$ cat config.mk
export PLATFORM = sky130hd
export DESIGN_NAME = fetch_queue
export DESIGN_NICKNAME = d
export VERILOG_FILES = /design/src/rtl/fetch_queue.sv
export SDC_FILE = /design/constraint.sdc
export NUM_CORES = 1
export LEC_CHECK = 0
export CAP_MARGIN = 10
export CORE_ASPECT_RATIO = 0.9
export CORE_MARGIN = 1.5
export CORE_UTILIZATION = 53
export DETAILED_ROUTE_END_ITERATION = 8
export GPL_TIMING_DRIVEN = 0
export MAX_ROUTING_LAYER = met4
export PLACE_DENSITY_LB_ADDON = 0.1
export SYNTH_ARGS = -nofsm -noshare
export SYNTH_HDL_FRONTEND = slang
export SYNTH_SLANG_ARGS = --single-unit
export TNS_END_PERCENT = 20
$ cat constraint.sdc
create_clock -name clk_i -period 3.5 [get_ports clk_i]
set_clock_uncertainty 0.15 [all_clocks]
set_input_delay 0.7 -clock clk_i [delete_from_list [all_inputs] [get_ports clk_i]]
set_output_delay 0.7 -clock clk_i [all_outputs]
set_load 0.02 [all_outputs]
$ cat src/rtl/fetch_queue.sv
// fetch_queue: PC owner, 1-cycle imem requester and DEPTH-entry prefetch FIFO feeding decode.
// Optional perf counters (stall_cnt_o, flush_cnt_o) built only when FETCH_PERF_EN is defined.
module fetch_queue #(
  parameter int          ADDR_W   = 32,
  parameter int          DATA_W   = 32,
  parameter int          DEPTH    = 4,
  parameter int unsigned RESET_PC = 0,
  parameter int          PC_STEP  = 4,
  parameter int          CC_W     = 16,
  localparam int         PW       = $clog2(DEPTH)
) (
  input  logic              clk_i,
  input  logic              rst_ni,
  output logic              imem_req_o,
  output logic [ADDR_W-1:0] imem_addr_o,
  input  logic [DATA_W-1:0] imem_rdata_i,
  output logic              out_valid_o,
  input  logic              out_ready_i,
  output logic [DATA_W-1:0] out_instr_o,
  output logic [ADDR_W-1:0] out_pc_o,
  input  logic              redirect_i,
  input  logic [ADDR_W-1:0] redirect_pc_i,
  output logic [PW:0]       level_o,
  output logic [CC_W-1:0]   cc_o,
  output logic [15:0]       stall_cnt_o,
  output logic [15:0]       flush_cnt_o
);
  logic [ADDR_W-1:0] fetch_pc_q, fetch_pc_d, inflight_pc_q;
  logic              inflight_q;
  logic [PW:0]       wr_ptr_q, wr_ptr_d, rd_ptr_q, rd_ptr_d;
  logic [CC_W-1:0]   cc_q;
  logic [DATA_W-1:0] instr_mem [DEPTH];
  logic [ADDR_W-1:0] pc_mem [DEPTH];
  logic [PW+1:0]     occ;
  logic              issue, push, pop, empty, full;
  assign empty = wr_ptr_q == rd_ptr_q;
  assign full  = (wr_ptr_q[PW] != rd_ptr_q[PW]) && (wr_ptr_q[PW-1:0] == rd_ptr_q[PW-1:0]);
  assign level_o = wr_ptr_q - rd_ptr_q;
  assign occ = {1'b0, level_o} + (PW+2)'(inflight_q);
  // Credit counts words already in flight; a same-cycle pop does not free one.
  assign issue = rst_ni && !redirect_i && (occ < (PW+2)'(DEPTH));
  assign push = inflight_q && !redirect_i;
  assign pop = !empty && out_ready_i && !redirect_i;
  assign imem_req_o = issue;
  assign imem_addr_o = fetch_pc_q;
  assign out_valid_o = !empty;
  assign out_instr_o = empty ? '0 : instr_mem[rd_ptr_q[PW-1:0]];
  assign out_pc_o = empty ? '0 : pc_mem[rd_ptr_q[PW-1:0]];
  assign cc_o = cc_q;
  always_comb begin
    fetch_pc_d = redirect_i ? (redirect_pc_i & ~ADDR_W'(3)) :
                 issue ? fetch_pc_q + ADDR_W'(PC_STEP) : fetch_pc_q;
    wr_ptr_d = redirect_i ? rd_ptr_q : wr_ptr_q + (PW+1)'(push);
    rd_ptr_d = rd_ptr_q + (PW+1)'(pop);
  end
  always_ff @(posedge clk_i or negedge rst_ni) begin
    if (!rst_ni) begin
      fetch_pc_q    <= ADDR_W'(RESET_PC);
      inflight_q    <= 1'b0;
      inflight_pc_q <= '0;
      wr_ptr_q      <= '0;
      rd_ptr_q      <= '0;
      cc_q          <= '0;
    end else begin
      fetch_pc_q    <= fetch_pc_d;
      inflight_q    <= issue;
      inflight_pc_q <= fetch_pc_q;
      wr_ptr_q      <= wr_ptr_d;
      rd_ptr_q      <= rd_ptr_d;
      cc_q          <= cc_q + 1'b1;
    end
  end
  always_ff @(posedge clk_i) begin
    if (push) begin
      instr_mem[wr_ptr_q[PW-1:0]] <= imem_rdata_i;
      pc_mem[wr_ptr_q[PW-1:0]]    <= inflight_pc_q;
    end
  end
  a_no_overflow: assert property (@(posedge clk_i) disable iff (!rst_ni) !(push && full));
`ifdef FETCH_PERF_EN
  logic [15:0] stall_q, flush_q;
  logic [16:0] flush_sum;
  assign flush_sum = {1'b0, flush_q} + 17'(occ);
  always_ff @(posedge clk_i or negedge rst_ni) begin
    if (!rst_ni) begin
      stall_q <= '0;
      flush_q <= '0;
    end else begin
      if (!empty && !out_ready_i && stall_q != 16'hFFFF) stall_q <= stall_q + 1'b1;
      if (redirect_i) flush_q <= flush_sum[16] ? 16'hFFFF : flush_sum[15:0];
    end
  end
  assign stall_cnt_o = stall_q;
  assign flush_cnt_o = flush_q;
`else
  assign stall_cnt_o = '0;
  assign flush_cnt_o = '0;
`endif
endmodule

; Yosys cells after proc, flatten, opt, wreduce, memory -nomap -nowiden
; Memories as Yosys holds them, arrays and structs flattened.
; Index checks and enable logic that the tools add are counted.
; Widths: inputs -> output; s select.
[word_totals]
reg_bits = 87
ram_bits = 256
input_bits = 68
output_inout_bits = 149
wordCells = 31
mem_count = 2
[classes]
addsub = 6
magnitude_cmp = 1
eq_ne = 1
mux = 7
reduce_logical = 8
[mem_list]
columns = name, depth, width, rd, rd_ports_with_merged_regs, wr, line_no
row1 = instr_mem, 4, 32, 1, 0, 1, 32  ; logic [DATA_W-1:0] instr_mem [DEPTH];
row2 = pc_mem, 4, 32, 1, 0, 1, 33  ; logic [ADDR_W-1:0] pc_mem [DEPTH];
[op_table]
columns = operator, count
row1 = $mux 32, 4
row2 = $add 32x3->32 const B, 1
row3 = $add 16x1->16 const B, 1
row4 = $add 3x1->3, 2
row5 = $logic_and 1x1->1, 5
row6 = $add 3x1->4, 1
row7 = $lt 4x3->1 const B, 1
row8 = $eq 3x3->1, 1
row9 = $mux 3, 1
row10 = $sub 3x3->3, 1
row11 = $logic_not 1->1, 2
row12 = $mux 1, 2
row13 = $reduce_bool 2->1, 1

; Longest topological paths before layout
[depth]
ltp_word = 6
depth_mapped = 11
depth_no_buf = 9

; Least setup slack after synthesis
; Ideal clock, no wire load.
[synth_path]
path_kind = input -> register
startpoint = input port redirect_i
endpoint = memory instr_mem[1][0], enable pin
setup_ns = 0.427
arrival_ns = 2.633
t_required_ns = 2.923
setup_slack_ns = 0.291
stages = 3
n_path_buf = 1
cell_sequence = clkbuf_1 -> nor2b_1 -> and3_1
[synth_via]
elab_chain_cells = 4
[synth_rtl]
columns = item, line_no
row1 = from (decl), 21  ; input logic redirect_i,
row2 = $logic_not 1->1, 42  ; assign push = inflight_q && !redirect_i;
row3 = $logic_and 1x1->1, 42
row4 = $mux 1, 74  ; if (push) begin
row5 = $mux 1 (implied by the code), 75  ; instr_mem[wr_ptr_q[PW-1:0]] <= imem_rdata_i;
row6 = to (decl), 32
; Every way passes these cells.

; Worst setup path after layout
[layout_path]
startpoint = register rd_ptr_q[1]
endpoint = output port out_pc_o[18]
[layout_via]
elab_chain_cells = 2
elab_cells_between_ends = 3
[layout_rtl]
columns = item, line_no
row1 = from (decl), 30  ; logic [PW:0] wr_ptr_q, wr_ptr_d, rd_ptr_q, rd_ptr_d;
row2 = from (signal assigned), 69  ; rd_ptr_q <= rd_ptr_d;
row3 = $mem_v2 4x32 / $eq 3x3->1 (equally long branches), --
row4 = $mux 32 (*), 48  ; assign out_pc_o = empty ? '0 : pc_mem[rd_ptr_q[PW-1:0]];
row5 = to (decl), 20  ; output logic [ADDR_W-1:0] out_pc_o,
; Mark *: on every way between the ends. The rest lies on a longest branch, timed or not.

==> metrics.md <==
| Metric | Value |
|---|---|
| Unrepaired setup endpoints after global routing | yes |
| Std cell rows | 54 |
| Worst path slowest cell | dfrtp_2 |
| Worst Setup Path Type | flip-flop to output port |
| Avg Vias per Cell | 5.400 |
| Final core area utilization | 69.35% |
| Synth Cell Area | 13200 sq um |
| Cells along the critical path | buf_8, clkbuf_8, inv_1, ha_1, and3_4, clkbuf_8, nor2b_1, dlygate4sd2_1 |
| Max VDD drop | 0.0006721 V |
| Fin cells | 1346 |
| Gr ovfl total | 0 |
| Seq pwr share | 35.5% |
| Worst-path maximum fanout | 10 |
| Max-slew headroom | 44.71% |
| P_int | 9.194 mW |
| Worst Setup End Kind | output port |
| Post-synth EDFFs | 248 |
| Clock sinks | 331 |
| Commonest non-fill, non-tap cell in the layout | edfxtp_1 |
| Worst-path clk slew | 0.06 ns |
| CTS tree | yes |
| Top cell by count, worst path | clkbuf_8 |
| CTS root buf | clkbuf_16 |
| First-pass GRT wire length | approximately 41000 um |
| Leak pwr | 6.240 nW |
| Post-Synthesis Mean Instance Area | 17.65 sq um |
| Pwr/cell area | between 800 and 900 nW/um^2 |
| Io pins | 217 |
| Core Box Area | 24320 sq um |
| Longest Clk Path Bufs | 3 |
| Largest net degree at the start of global routing | 67 |
| Net load switching power | 4.511 mW |
| TNS Setup | 0 ns |
| Netlist cell types | 49 |
| Antenna-violating nets left | 0 |
| Max Slew Vio Count | 0 |
| Synth Warn # | 0 |
| Worst hold path class | input pin to asynchronous set/reset pin |
| Detailed Routing Iterations Pass 1 | 5 |
| Slowest stage delay, CP | 0.41 ns |
| Sequential share of the synthesized area | 72.14% |
| Global-route usage over all layers | 21.72% |
| CP bufs+invs | 5 |
| FMAX | 288.6 MHz |
| Gpl congestion | 0.8371 |
| Clock share of power | 26.8% |
| CP Data Required Time | 2.65 ns |
| Final Hold Viols | 0 |
| Tcrit/Tclk final | 99.01% |
| Nets | approximately 1100 |
| Switch share | 32.92% |
| R2r setup slk | around 0.48 ns |
| Antenna cells | 0 |
| Worst-margin pin slew | 0.8218 ns |
| Async S/R FF share, synth | 25.08% |
| DRT Wirelength | 26770 um |
| DP Cell Count | between 1000 and 1500 |
| Avg WL per Cell | 19.89 um |
| Port Buf Inserts | 178 |
| Synth Instances | 748 |
| Final HPWL DP | roughly 17000 um |
| Vias in the first global route | 7491 |
| Comb pwr share | 37.7% |
| Clock buffer count from CTS | 35 |
| Vias post-DR | 7268 |
| Drt initial violations | 602 |
| CP Launch Type | flip-flop |
| CP delay by family, top | buffers and inverters |
| Starting Density | 54.27% |
| H-Tree Depth | 2 |
| Status | complete, no violations |
| Worst skew pair latency | 0.50 ns |
| Area growth syn-to-layout | 27.78% |
| Initial antenna violation count | 0 |
| Die Wd | 169.4 um |
| DRC Markers | 0 |
| Critical Path AT | roughly 2.6 ns |
| Max-cap violation count | 0 |
| Die ar. | approximately 26000 sq um |
| # setup viols final | 0 |
| Die Ht | roughly 150 um |
| Seq cells post-synth | 331 |
| Fin crit period | 3.465 ns |
| Most frequent cells in the layout | 248 x edfxtp_1, 113 x clkdlybuf4s50_1, 82 x dfrtp_1 |
| Final hold slack | ~0.033 ns |
| Main flop type after synthesis | edfxtp_1 |
| Overall Power | 13.70 mW |
| Layout cells sized above 1 | 22.54% |
==> cell type report <==
cell class | count | area (sq um)
inverters | 16 | 62.56
clock inverters | 18 | 190.2
clock buffers | 44 | 962.2
plain buffers | 68 | 509.2
repair buffers | 194 | 1849
fillers | 1612 | 7455
multi-input cells | 367 | 3385
well taps | 308 | 385.4
flip-flops and latches | 331 | 9525
==> layer usage <==
metal	GRT usage (%)	share of wire, %	vias to the layer above
met4	4.846	1.5	0
met3	3.558	6.0	40
met2	33.41	48	278
met1	31.01	45	3641
li1	-	-	3309
met5	-	0	-
==> worst paths after layout <==
| kind | from | endpoint | depth (start not counted) |
|---|---|---|---|
| worst max register to register | rd_ptr_q[0] | imem_addr_o[10] | 9 |
| max in group asynchronous | rst_ni | inflight_pc_q[28] | 2 |
| worst max-delay path | rd_ptr_q[1] | out_pc_o[18] | 8 |
| worst min register to register | imem_addr_o[13] | inflight_pc_q[13] | 0 |
| min in group clk_i | imem_addr_o[13] | inflight_pc_q[13] | 0 |
| worst min-delay path | rst_ni | cc_o[13] | 2 |
==> power groups by stage <==
stage / Sequential [mW] / Combinational [mW] / Clock, mW
finish: 4.86 / 5.17 / 3.68
global route: 4.90 / 5.55 / 3.90
CTS: 4.86 / 5.11 / 3.74
detailed placement: 4.94 / 5.33 / 0
global placement: 4.94 / 5.27 / 0
floorplan: 4.93 / 2.96 / 0
==> what timing repair did <==
action | CTS | global route
setup buffers | 4 | 6
pin swaps | 0 | 3
gates resized for setup | 136 | 50
endpoints found under the hold margin | 18 | 0
gates cloned | 0 | 1
setup endpoints to repair | 67 | 61
hold buffers | 1 | 0
==> cell usage after synthesis (2+ instances only) <==
master	number	area (sq um)
mux4_2	62	1396
o21ai_0	15	75.07
or4_1	4	30.03
nor4_4	3	63.81
a21oi_1	2	10.01
buf_1	9	33.78
ha_1	8	100.1
nor2_1	13	48.80
nor4_1	5	31.28
nand2_1	38	142.6
clkbuf_1	20	75.07
buf_6	2	22.52
nor3_1	10	50.05
inv_1	16	60.06
edfxtp_1	248	7447
nand2b_1	2	12.51
xnor2_1	28	245.2
o31a_1	2	17.52
nand3_1	16	80.08
mux2_2	3	33.78
o21ai_1	6	30.03
xor2_1	9	78.83
nor2b_1	63	394.1
mux2i_1	2	20.02
buf_4	37	277.8
o221a_2	3	33.78
and3_1	10	62.56
dfrtp_1	83	2077
nand4_1	9	56.30
==> worst reg2reg max path: cells and delay by family (launching register included) <==
family | cells | cell delay [ns]
AO/OA/AOI/OAI | 1 | 0.22
adder cells (fa/ha/maj) | 2 | 0.78
buffers and inverters | 2 | 0.40
flip-flops | 1 | 0.41
AND/OR/NAND/NOR | 4 | 0.96
==> state kept, by name (all words and copies together), names as in the netlist <==
signal	flops
pc_mem	120
inflight_q	1
rd_ptr_q	3
cc_o	16
inflight_pc_q	30
instr_mem	128
imem_addr_o	30
wr_ptr_q	3
==> logic make-up after synthesis <==
group / after synthesis / synth area share, %
flip-flops: 331 / 72.14
buffers and inverters: 86 / 3.630
multiplexers: 67 / 10.98
other: 1 / 0.02841
XOR/XNOR: 38 / 2.635
AO/OA/AOI/OAI: 36 / 1.791
adder cells (fa/ha/maj): 9 / 0.9099
AND/OR/NAND/NOR: 180 / 7.876
==> metrics by stage <==
stage	worst slack, ns	area [sq um]
after floorplan	0.2906	13330
after global placement	-2.995	15500
after detailed placement	-1.290	15630
after CTS	-0.08795	16860
after global routing	-0.05435	16870
final	0.03451	16870
Note: power is estimated with default switching activity, not from simulation.
